### config.mk
export PLATFORM = sky130hd
export DESIGN_NAME = flash_spi_reader
export DESIGN_NICKNAME = d
export VERILOG_FILES = /design/src/rtl/flash_spi_pkg.sv /design/src/rtl/flash_spi_shifter.sv /design/src/rtl/flash_spi_reader.sv
export SDC_FILE = /design/constraint.sdc
export NUM_CORES = 1
export LEC_CHECK = 0
export BUFFER_PORTS_ARGS = -buffer_cell sky130_fd_sc_hd__buf_2
export CAP_MARGIN = 25
export CORE_MARGIN = 8
export CORE_UTILIZATION = 60
export DETAILED_ROUTE_END_ITERATION = 16
export PLACE_DENSITY = 0.84
export SYNTH_ARGS = -nofsm -noshare
export SYNTH_HDL_FRONTEND = slang
export SYNTH_SLANG_ARGS = --single-unit
### constraint.sdc
create_clock -name clk_in -period 3.24 [get_ports clk_in]
set_input_delay 0.324 -clock clk_in [delete_from_list [all_inputs] [get_ports clk_in]]
set_output_delay 0.324 -clock clk_in [all_outputs]
set_load 0.01 [all_outputs]
### src/rtl/flash_spi_pkg.sv
// Shared types and constants for the configuration-flash SPI reader.
`timescale 1ns/1ps
package flash_spi_pkg;

  typedef enum logic [2:0] {
    IDLE,
    SETUP,
    SHIFT,
    WAIT,
    HOLD
  } state_t;

  localparam logic [7:0] OP_READ            = 8'h03;
  localparam logic [7:0] OP_READ_STATUS     = 8'h05;
  localparam logic [7:0] OP_READ_SILICON_ID = 8'hAB;

  localparam int BIT_CNT_W = 3;

endpackage

### src/rtl/flash_spi_shifter.sv
// Mode-0 byte shifter: DCLK divider, bit counter and tx/rx shift registers.
`timescale 1ns/1ps
module flash_spi_shifter
  import flash_spi_pkg::*;
#(
  parameter int CLK_DIV = 2
) (
  input  logic       clk_in,
  input  logic       reset_n,
  input  logic       i_load,
  input  logic [7:0] i_load_data,
  input  logic       i_start,
  input  logic       i_abort,
  input  logic       i_miso,
  output logic       o_dclk,
  output logic       o_mosi,
  output logic       o_done,
  output logic [7:0] o_rx
);

  localparam int DIV_W = (CLK_DIV > 1) ? $clog2(CLK_DIV) : 1;

  logic [DIV_W-1:0]     r_div_cnt;
  logic                 r_phase;
  logic                 r_active;
  logic [BIT_CNT_W-1:0] r_bit_cnt;
  logic [7:0]           r_tx;
  logic [7:0]           r_rx;
  logic                 r_dclk;
  logic                 w_tick;

  // One tick per DCLK half-period; phase 0 ends in a rise, phase 1 in a fall.
  assign w_tick = r_active && (r_div_cnt == DIV_W'(CLK_DIV - 1));
  assign o_done = w_tick && r_phase && (r_bit_cnt == '1);
  assign o_dclk = r_dclk;
  assign o_mosi = r_tx[7];
  assign o_rx   = r_rx;

  always_ff @(posedge clk_in or negedge reset_n) begin
    if (!reset_n) begin
      r_div_cnt <= '0;
      r_phase   <= 1'b0;
      r_active  <= 1'b0;
      r_bit_cnt <= '0;
      r_tx      <= 8'h00;
      r_rx      <= 8'h00;
      r_dclk    <= 1'b0;
    end else if (i_abort) begin
      r_div_cnt <= '0;
      r_phase   <= 1'b0;
      r_active  <= 1'b0;
      r_bit_cnt <= '0;
      r_tx      <= 8'h00;
      r_dclk    <= 1'b0;
    end else begin
      if (i_load) begin
        r_tx <= i_load_data;
      end
      if (i_start) begin
        r_active  <= 1'b1;
        r_phase   <= 1'b0;
        r_div_cnt <= '0;
        r_bit_cnt <= '0;
        r_dclk    <= 1'b0;
      end else if (w_tick) begin
        r_div_cnt <= '0;
        r_phase   <= ~r_phase;
        if (!r_phase) begin
          r_dclk <= 1'b1;
          r_rx   <= {r_rx[6:0], i_miso};
        end else begin
          r_dclk    <= 1'b0;
          r_tx      <= {r_tx[6:0], 1'b0};
          r_bit_cnt <= r_bit_cnt + 1'b1;
          if (r_bit_cnt == '1) begin
            r_active <= 1'b0;
          end
        end
      end else if (r_active) begin
        r_div_cnt <= r_div_cnt + 1'b1;
      end
    end
  end

endmodule

### src/rtl/flash_spi_reader.sv
// Byte-exchange SPI master for the configuration flash; chip select spans
// the whole FLASH_enable window so multi-byte commands form one transaction.
`timescale 1ns/1ps
module flash_spi_reader
  import flash_spi_pkg::*;
#(
  parameter int CLK_DIV  = 2,
  parameter int CS_SETUP = 2,
  parameter int CS_HOLD  = 4
) (
  input  logic       clk_in,
  input  logic       reset_n,
  input  logic [7:0] FLASH_data_out,
  input  logic       FLASH_enable,
  input  logic       FLASH_continue_read,
  output logic [7:0] FLASH_data_in,
  output logic       FLASH_busy,
  output logic       FLASH_DCLK,
  output logic       FLASH_NCSO,
  output logic       FLASH_ASDO,
  input  logic       FLASH_DATA0
);

  localparam int CNT_MAX = (CS_SETUP > CS_HOLD) ? CS_SETUP : CS_HOLD;
  localparam int CNT_W   = $clog2(CNT_MAX + 1);

  state_t           r_state;
  logic             r_enable_d;
  logic [CNT_W-1:0] r_cnt;
  logic             r_ncso;
  logic             r_busy;
  logic [7:0]       r_data_in;

  logic       w_rise;
  logic       w_next_byte;
  logic       w_load;
  logic       w_start;
  logic       w_abort;
  logic       w_done;
  logic [7:0] w_rx;

  assign w_rise      = FLASH_enable && !r_enable_d;
  // Enable low in WAIT beats a simultaneous continue pulse.
  assign w_next_byte = (r_state == WAIT) && FLASH_enable && FLASH_continue_read;
  assign w_load      = ((r_state == IDLE) && w_rise) || w_next_byte;
  assign w_start     = ((r_state == SETUP) && FLASH_enable &&
                        (r_cnt == CNT_W'(CS_SETUP - 1))) || w_next_byte;
  assign w_abort     = ((r_state == SETUP) || (r_state == SHIFT)) && !FLASH_enable;

  flash_spi_shifter #(
    .CLK_DIV(CLK_DIV)
  ) u_shifter (
    .clk_in      (clk_in),
    .reset_n     (reset_n),
    .i_load      (w_load),
    .i_load_data (FLASH_data_out),
    .i_start     (w_start),
    .i_abort     (w_abort),
    .i_miso      (FLASH_DATA0),
    .o_dclk      (FLASH_DCLK),
    .o_mosi      (FLASH_ASDO),
    .o_done      (w_done),
    .o_rx        (w_rx)
  );

  assign FLASH_NCSO    = r_ncso;
  assign FLASH_busy    = r_busy;
  assign FLASH_data_in = r_data_in;

  always_ff @(posedge clk_in or negedge reset_n) begin
    if (!reset_n) begin
      r_state    <= IDLE;
      r_enable_d <= 1'b0;
      r_cnt      <= '0;
      r_ncso     <= 1'b1;
      r_busy     <= 1'b1;
      r_data_in  <= 8'h00;
    end else begin
      r_enable_d <= FLASH_enable;
      case (r_state)
        IDLE: begin
          r_ncso <= 1'b1;
          r_busy <= 1'b1;
          if (w_rise) begin
            r_ncso  <= 1'b0;
            r_cnt   <= '0;
            r_state <= SETUP;
          end
        end
        SETUP: begin
          if (!FLASH_enable) begin
            r_ncso  <= 1'b1;
            r_cnt   <= '0;
            r_state <= HOLD;
          end else if (r_cnt == CNT_W'(CS_SETUP - 1)) begin
            r_state <= SHIFT;
          end else begin
            r_cnt <= r_cnt + 1'b1;
          end
        end
        SHIFT: begin
          if (!FLASH_enable) begin
            r_ncso  <= 1'b1;
            r_cnt   <= '0;
            r_state <= HOLD;
          end else if (w_done) begin
            r_data_in <= w_rx;
            r_busy    <= 1'b0;
            r_state   <= WAIT;
          end
        end
        WAIT: begin
          if (!FLASH_enable) begin
            r_ncso  <= 1'b1;
            r_busy  <= 1'b1;
            r_cnt   <= '0;
            r_state <= HOLD;
          end else if (FLASH_continue_read) begin
            r_busy  <= 1'b1;
            r_state <= SHIFT;
          end
        end
        HOLD: begin
          r_ncso <= 1'b1;
          r_busy <= 1'b1;
          if (r_cnt == CNT_W'(CS_HOLD - 1)) begin
            r_state <= IDLE;
          end else begin
            r_cnt <= r_cnt + 1'b1;
          end
        end
        default: begin
          r_ncso  <= 1'b1;
          r_busy  <= 1'b1;
          r_state <= IDLE;
        end
      endcase
    end
  end

endmodule
==> flow_metrics.py <==
metrics = {
    "run_status": {
        "status": "complete, no violations",
    },
    "clock_tree": {
        "cts_buffers": 5,
        "clkLatencyLatePin_ps": 350,
        "clockRootBuffer": "clkbuf_4",
        "cts_sinks": 39,
        "post_cts_buffers": 0,
        "cts_resized": 0,
        "clk_transition_reported_paths_ps": 120,
        "h-tree-depth": 2,
        "cts_tree": "done",
        "holdBufCountCts": 0,
        "cts_buffer_depth": 2,
    },
    "synthesis": {
        "yosysSeqAreaShare_pct": 52.4,
        "synth_mux_area_share_pct": 15.8,
        "async_flop_share_pct": 100,
        "ys_seq_elements": 39,
        "synth_top_family_by_area": "multiplexers",
        "synth_enable_flop_cells": 0,
        "yosys_warnings": 0,
        "ys.flop_type": "dfrtp_1",
        "syn_inst": 158,
        "synth-simple-area-share_pct": 12.6,
        "avgSynthCellArea_um2": 11.8,
        "synth_area_um2": 1870,
        "synthAdderAreaFrac_pct": 3.35,
        "synth_nets": 176,
        "yosys.cell_types.count": 34,
        "synth_compound_area_share_pct": 11.5,
        "yosys.area_share.xor_xnor_pct": 1.88,
    },
    "routing": {
        "via_per_inst": 5.93,
        "dr_total_vias": 1293,
        "wl_per_cell_um": 15.9,
        "antenna_left": 0,
        "drc": 0,
        "drt_pass1_iterations": 4,
        "dr.first_iter.drc_count": 50,
        "wl_mm": 3.47,
    },
    "sta": {
        "clock_skew_ps": 10.4,
        "period_share_pct": 65.3,
        "worstMarginPinSlew_ps": 829,
        "hold_viol_final": 0,
        "slew_headroom_pct": 44.7,
        "rsz0062_at_grt": "false",
        "fmax_ghz": 0.472,
        "drv_slew": 0,
        "tns_ps": 0,
        "setup_viol_count_final": 0,
        "final.min_clock_period_ps": 2120,
    },
    "floorplanning": {
        "dieArea_um2": 5150,
        "start_util_pct": 62.2,
        "rows": 20,
        "die_h_um": 71.8,
        "fp.dieW_um": 71.8,
        "coreArea_um2": 3000,
        "io_pins": 25,
    },
    "placement": {
        "numPortBuffers": 24,
        "dp.cells": 210,
        "routabilityCongestion": 0.856,
        "hpwl_mm": 2.55,
    },
    "finish": {
        "fill_cells": 223,
        "diodes": 0,
        "final_cell_mix": "dfrtp_1, buf_2, mux2_2",
        "layout_commonest_cell": "dfrtp_1",
        "stdcell_count": 218,
        "layout.nets": 202,
        "layout-drive-gt1-share_pct": 31.9,
        "area_delta_synth_final_pct": 11.6,
    },
    "critical_path": {
        "cp_max_fo": 11,
        "slowest_delay_ps": 520,
        "crit_path_end_kind": "flip-flop",
        "arrival_ps": 2370,
        "required_ps": 3490,
        "path_cells": "ha_1 -> or3b_1 -> a21oi_1 -> buf_4 -> nor4b_4 -> mux2_2",
        "reg2regPathDepth": 6,
        "cp.depth": 6,
        "crit_slowest_cell": "nor4b_4",
        "critPathTopFamily": "simple AND/OR/NAND/NOR gates",
        "crit_buf_inv": 1,
        "worstSetupPathType": "flip-flop to flip-flop",
        "cp-start-kind": "flip-flop",
    },
    "global_routing": {
        "grt_max_degree": 40,
        "grt_pass1_vias": 1340,
        "track_usage_pct": 14.2,
        "antenna_found_initial": 0,
        "grt_pass1_wl_mm": 5.82,
        "overflow": 0,
    },
    "power": {
        "vdd_ir_drop_max_uv": 384,
        "p_leak_uw": 0.00106,
        "cellPowerDensity_nw_per_um2": 705,
    },
    "flow_run": {
        "drv_cap": 0,
    },
    "worst_hold_path": {
        "hold_path.class": "input pin to asynchronous set/reset pin",
    },
}
[metrics by stage]
stage	total power (uW)	worst slack, ps	hold WS, ps	area (um^2)	util [%]
detailed placement	1160	1120	472	2000	66.7
global placement	1120	1230	461	2000	66.7
global route	1560	1020	115	2080	69.4
CTS	1480	1110	86.8	2080	69.4
floorplan	1040	1350	28.4	1870	-
finish	1470	1120	56.8	2080	69.4
[state kept, by name, indices dropped and copies added (netlist names)]
signal               flops
FLASH_NCSO               1
r_cnt                    3
u_shifter.r_div_cnt      1
FLASH_busy               1
u_shifter.o_rx           8
u_shifter.r_phase        1
u_shifter.r_bit_cnt      3
r_enable_d               1
FLASH_data_in            8
r_state                  3
u_shifter.r_tx           8
u_shifter.r_active       1
[cell usage after synthesis, drive strengths merged (3+ instances only)]
cell	n	area, um^2
o31ai	11	82.6
nand2b	4	25.0
inv	3	11.3
nor2b	3	18.8
a21oi	13	65.1
mux2i	7	70.1
ha	5	62.6
nor2	12	45.0
buf	4	26.3
dfrtp	37	926
mux2	20	225
nand2	9	36.3
[area by class of cell]
| type | count | area, um^2 | area share (%) |
|---|---|---|---|
| flip-flops and latches | 39 | 978 | 47.0 |
| well taps | 33 | 41.3 | 1.98 |
| inverters | 3 | 11.3 | 0.541 |
| clock buffers | 5 | 37.5 | 1.80 |
| multi-input cells | 110 | 843 | 40.5 |
| repair buffers | 25 | 128 | 6.13 |
| clock inverters | 3 | 43.8 | 2.10 |
[report_power, final]
group          internal (uW)  leakage (uW)  switching [uW]
Clock                    162     0.0000452             163
Sequential               617      0.000511             119
Combinational            207      0.000506             200
Total                    986       0.00106             482
[worst reg2reg max path: stages (launching register included)]
cell and delay [ps]:
dfrtp_1 420, ha_1 240, or3b_1 190, a21oi_1 60, buf_4 180, nor4b_4 520, mux2_2 410
[routing by layer]
metal	wire (um)	vias to the layer above	GRT usage [%]	part of all wire (%)
met1	1490	639	15.4	43
met4	48	0	4.99	1.4
li1	-	622	-	-
met5	0	-	0	0
met3	189	7	5.30	5.5
met2	1740	25	24.6	50
[path summary, 6_finish.rpt]
kind	start	end	slack (ps)
setup / recovery	r_cnt[0]	u_shifter.o_rx[3]	1120
setup reg to reg	r_cnt[0]	u_shifter.o_rx[3]	1120
max in group asynchronous	reset_n	FLASH_data_in[7]	2660
hold reg to reg	u_shifter.o_rx[7]	u_shifter.o_rx[7]	520
min in group clk_in	FLASH_enable	r_enable_d	160
hold / removal	reset_n	u_shifter.o_rx[2]	60
[kinds of logic after synthesis]
group,after synthesis
and+or+nand+nor,41
xor gates and xnor gates,4
buffers and inverters,9
DFF,39
adders and majority gates,5
muxes,27
AOI/OAI and AO/OA,33
Note: power is estimated with default switching activity, not from simulation.
